**src/rtl/toggle_counter.sv**
```systemverilog
// -----------------------------------------------------------------------------
// toggle_counter
//
// Multi-mode WIDTH-bit register. It can toggle a masked set of bits, count up,
// count down or load in parallel. A one-cycle terminal-count pulse is raised
// after an up step taken from all-ones or a down step taken from zero.
//
// Parameters
//   WIDTH  register width in bits, 1..32 (default 4)
//
// Ports
//   clk    rising-edge clock; all state changes happen on this edge
//   reset  synchronous active-low reset; forces q=0 and tc=0
//   en     operation enable; 0 holds q and clears tc
//   mode   00 toggle (q ^= t), 01 count up, 10 count down, 11 load d
//   t      per-bit toggle mask, used in toggle mode
//   d      parallel load data, used in load mode
//   q      registered state
//   qn     combinational complement of q
//   tc     registered terminal-count pulse
//
// Build option
//   TOGGLE_COUNTER_SAT_EN  when defined, up mode holds at all-ones and down
//                          mode holds at zero. tc still pulses on every
//                          attempt to step past the limit. When undefined,
//                          the counter wraps modulo 2^WIDTH.
// -----------------------------------------------------------------------------
module toggle_counter #(
    parameter int WIDTH = 4
) (
    input  logic             clk,
    input  logic             reset,
    input  logic             en,
    input  logic [1:0]       mode,
    input  logic [WIDTH-1:0] t,
    input  logic [WIDTH-1:0] d,
    output logic [WIDTH-1:0] q,
    output logic [WIDTH-1:0] qn,
    output logic             tc
);

    localparam logic [1:0] MODE_TOGGLE = 2'b00;
    localparam logic [1:0] MODE_UP     = 2'b01;
    localparam logic [1:0] MODE_DOWN   = 2'b10;
    localparam logic [1:0] MODE_LOAD   = 2'b11;

    localparam logic [WIDTH-1:0] ALL_ONES = '1;
    localparam logic [WIDTH-1:0] ALL_ZERO = '0;
    localparam logic [WIDTH-1:0] ONE      = WIDTH'(1);

    // Declaration initialisers give a defined state at time zero, before the
    // first reset edge. On FPGA targets they also set the power-up value.
    logic [WIDTH-1:0] q_reg  = '0;
    logic             tc_reg = 1'b0;

    logic [WIDTH-1:0] q_next;
    logic             tc_next;
    logic [WIDTH-1:0] toggle_next;
    logic [WIDTH-1:0] up_next;
    logic [WIDTH-1:0] down_next;
    logic             at_max;
    logic             at_min;

    assign at_max = (q_reg == ALL_ONES);
    assign at_min = (q_reg == ALL_ZERO);

    // Each bit behaves as an independent T flip-flop driven by its mask bit.
    genvar gi;
    generate
        for (gi = 0; gi < WIDTH; gi++) begin : g_tff
            assign toggle_next[gi] = t[gi] ? ~q_reg[gi] : q_reg[gi];
        end
    endgenerate

`ifdef TOGGLE_COUNTER_SAT_EN
    // Saturating build: stay at the limit instead of wrapping.
    assign up_next   = at_max ? q_reg : (q_reg + ONE);
    assign down_next = at_min ? q_reg : (q_reg - ONE);
`else
    // Wrapping build: the arithmetic naturally wraps modulo 2^WIDTH.
    assign up_next   = q_reg + ONE;
    assign down_next = q_reg - ONE;
`endif

    always_comb begin
        q_next  = q_reg;
        tc_next = 1'b0;
        if (en) begin
            case (mode)
                MODE_TOGGLE: q_next = toggle_next;
                MODE_UP: begin
                    q_next  = up_next;
                    tc_next = at_max;
                end
                MODE_DOWN: begin
                    q_next  = down_next;
                    tc_next = at_min;
                end
                MODE_LOAD: q_next = d;
                default: begin
                    q_next  = q_reg;
                    tc_next = 1'b0;
                end
            endcase
        end
    end

    // Reset also clears tc_reg, so a terminal event that was pending when
    // reset arrived never appears on tc.
    always_ff @(posedge clk) begin
        if (!reset) begin
            q_reg  <= '0;
            tc_reg <= 1'b0;
        end else begin
            q_reg  <= q_next;
            tc_reg <= tc_next;
        end
    end

    assign q  = q_reg;
    assign qn = ~q_reg;
    assign tc = tc_reg;

endmodule

```
**config.mk**
```make
export PLATFORM = sky130hd
export DESIGN_NAME = toggle_counter
export DESIGN_NICKNAME = d
export VERILOG_FILES = /design/src/rtl/toggle_counter.sv
export SDC_FILE = /design/constraint.sdc
export NUM_CORES = 1
export LEC_CHECK = 0
export ABC_AREA = 1
export CELL_PAD_IN_SITES_DETAIL_PLACEMENT = 1
export CELL_PAD_IN_SITES_GLOBAL_PLACEMENT = 1
export CORE_AREA = 3 3 48 50
export CTS_CLUSTER_SIZE = 40
export DETAILED_ROUTE_END_ITERATION = 8
export DIE_AREA = 0 0 51 53
export MAX_ROUTING_LAYER = met4
export PLACE_DENSITY = 0.73
export SLEW_MARGIN = 25
export SYNTH_ARGS = -nofsm -noshare
export SYNTH_HDL_FRONTEND = slang
export SYNTH_SLANG_ARGS = --single-unit
```
**constraint.sdc**
```tcl
create_clock -name clk -period 1.9 [get_ports clk]
set_input_delay 0.285 -clock clk [delete_from_list [all_inputs] [get_ports clk]]
set_output_delay 0.285 -clock clk [all_outputs]
set_load 0.01 [all_outputs]
```
==> flow_summary_export.csv <==
group,metric,value,unit
layout,diodes,0,
synth,synth_edf_count,0,
hold_path,min_to,"tc",
layout,fin_util,41.9,%
clocking,ctsHtreeMaxLevel,1,
setup_path,crit_path_end_kind,"flip-flop",
hold_path,worstHoldPathCells,2,
layout,drive_gt1_share,17.0,%
global_route,grt.total_usage,14.3,%
synth,avgSynthCellArea,6.59,um^2
timing,layout_min_cycle_time,1.76,ns
clocking,cts_made_buffers,3,
synth,synth_top_family_by_area,"simple AND/OR/NAND/NOR gates",
die,num_io_pins,22,
setup_path,crit_top_cell,"nand2_1",
timing,setup_viol,0,
synth,synthSimpleGateAreaFrac,28.6,%
clocking,cts.sinks,5,
setup_path,r2r_setup_slack,0.40,ns
routing,drc,0,
routing,via_count,627,
setup_path,start_kind,"primary input",
setup_path,crit_start,"mode[0]",
setup_path,worstSetupPathType,"primary input to flip-flop",
layout,fin_nets,127,
timing,relSlewSlack,80.6,%
clocking,ctsRootBufferMaster,"clkbuf_4",
layout,nFillCells,267,
synth,synth_xor_xnor_area_share,1.77,%
power,power_density,538,nW/um^2
layout,largest_reg_flops,4,
layout,instances_no_fill,133,
clocking,cts.path.max_buffers,2,
setup_path,critPathRequiredTime,2.04,ns
synth,synthMuxAreaShare,0,%
global_route,grt_pass1_wl,2.80,mm
synth,ys_warn_count,0,
synth,synth-seq-area-share,20.3,%
setup_path,cpMaxStageDelayCell,"clkdlybuf4s50_1",
routing,drt-total-wl,1.68,mm
setup_path,worstPathCellList,"clkdlybuf4s50_1 -> inv_1 -> ha_2 -> buf_4 -> inv_1 -> nand2_1 -> nand2_1 -> nand3_2 -> nand2_1 -> nand2_1 -> nand3_1 -> nand2_1 -> nand2_1 -> a21oi_2",
synth,netlist_instances,75,
hold_path,hold_path_class,"flip-flop to flip-flop",
setup_path,reg2reg_depth,10,
global_route,grt_max_degree,9,
timing,rsz0062_at_grt,"false",
synth,synth_nets,95,
global_route,grt_pass1_vias,650,
routing,postRouteAntennaNets,0,
hold_path,hold_start,"q[0]",
routing,via_per_inst,4.71,
power,p_leak,0.374,nW
synth,synth-seq-cells,5,
timing,fin_worst_skew,0.00472,ns
synth,yosys.area.top_type_share,20.3,%
synth,synthFlopType,"dfxtp_1",
setup_path,critical_path.n_buffers_inverters,4,
setup_path,r2r-start,"q[1]",
outcome,status,"complete, no violations",
placed_design,hpwl,1.39,mm
synth,yosys-top-cells-area,"dfxtp_1, ha_1, nand2_1",
timing,max_freq,0.568,GHz
setup_path,crit_path_max_fanout,3,
flow_run,maxCapViolations,0,
synth,synthAdderAreaFrac,17.7,%
global_route,gr-total-overflow,0,
routing,drt_iter0_drc,4,
clocking,clk_latency,0.25,ns
synth,synth_area,494,um^2
die,die_w,51,um
synth,synth.distinct_cells,21,
layout,syn2layout_area_growth,64.8,%
synth,synth_area_leader_cell,"dfxtp_1",
power,power.total,0.000438,W
routing,dr.pass1.iters,4,
routing,post_drt_wl_per_cell,12.6,um
clocking,cts_tree,"built",
die,initial_utilization,25.5,%
timing,slew_violations,0,
power,vdd_drop_max,0.290,mV
timing,finalCritPeriodShare,92.7,%
timing,finalHoldViolCount,0,
die,fp.dieH,53,um
setup_path,path_delay_family,"buffers and inverters",
clocking,hold_buffers,0,
timing,worst_pin_slew,0.291,ns
timing,fin_hold_ws,0.591,ns
global_route,antenna_found_initial,0,
setup_path,r2r-end,"q[2]",
die,core,1940,um^2
setup_path,max_stage_delay,0.48,ns
setup_path,cp.arrival,1.91,ns
clocking,path_clk_slew,0.05,ns
placed_design,place.gp.congestion,0.783,
synth,synth_compound_area_share,21.5,%
die,die-area,2700,um^2
placed_design,dp.cells,129,
placed_design,io_buffers,21,
synth,ys_async_sr_fraction,0,%
die,num_rows,16,
==> worst reg2reg max path, stage by stage (launching register included) <==
cell and delay, ns:
dfxtp_1 0.48, nand2_1 0.13, clkinv_2 0.09, nor2_4 0.04, ha_2 0.18, nor2_1 0.11
nand3_1 0.08, nand3_1 0.07, nand2_1 0.05, o21ai_1 0.08, a21oi_1 0.08
==> worst max-delay path by stage <==
stage / cells after the start / slack, ns / end
2_1_floorplan: 12 / 0.40 / q[2]
3_3_place_gp: 12 / -0.09 / q[2]
3_5_place_dp: 14 / -0.18 / q[3]
4_1_cts: 14 / 0.1 / q[3]
5_1_grt: 13 / 0.02 / q[2]
6_report: 14 / 0.14 / q[3]
==> report_power, final <==
group	internal, W	switching, W
sequential	0.000114	0.0000155
combinational	0.0000939	0.0000818
clock	0.0000800	0.0000533
total	0.000288	0.000151
==> cell usage in the layout, fill, tap and decap left out, types with 3 or more instances in the layout <==
master and count:
buf_4 6, inv_1 10, a21oi_1 4, clkdlybuf4s50_1 21, o21ai_1 4, nor2_1 7, nand2_1 15, dfxtp_1 5
ha_1 5, o21ai_0 4, clkbuf_4 3, nand3_1 5
==> logic make-up after synthesis <==
| kind of cell | Yosys count |
|---|---|
| flops | 5 |
| fa+ha+maj | 7 |
| simple gates | 31 |
| compound gates | 18 |
| xor+xnor | 1 |
| buf+inv | 13 |
==> through the flow <==
stage	area, um^2	worst slack, ns	setup TNS [ns]
2_1_floorplan	494	0.399	0
3_3_place_gp	783	-0.0873	-0.167
3_5_place_dp	783	-0.179	-0.432
4_1_cts	810	0.0991	0
5_1_grt	815	0.0194	0
6_report	815	0.139	0
==> cell usage after synthesis (2+ instances only) <==
master / n
ha_1: 7
inv_1: 10
nand3_1: 5
a31oi_1: 2
inv_2: 2
a21oi_1: 4
dfxtp_1: 5
o21ai_1: 4
o21ai_0: 4
nand2_1: 15
nor2_1: 7
==> metal layers <==
metal | track usage (%) | vias to the layer above | wire [um] | share of wire, %
li1 | - | 309 | - | -
met1 | 16.5 | 300 | 711 | 42
met2 | 24.0 | 18 | 888 | 53
met3 | 4.51 | 0 | 82 | 4.9
met4 | 3.59 | 0 | 0 | 0
met5 | - | - | 0 | 0
==> layout make-up <==
class                      count  area (um^2)  area share, %
inverter                      13         50.0           6.14
clock buffer                   4         26.3           3.23
timing repair buffer          27          255           31.3
sequential                     5          100           12.3
multi-input combinational     57          349           42.9
tap                           27         33.8           4.15
==> timing repair <==
item	4_1_cts	5_1_grt
endpoints found under the setup margin	0	1
endpoints found under the hold margin	0	0
setup buffers	0	0
gates resized for setup	0	2
(Power assumes the default switching activity.)
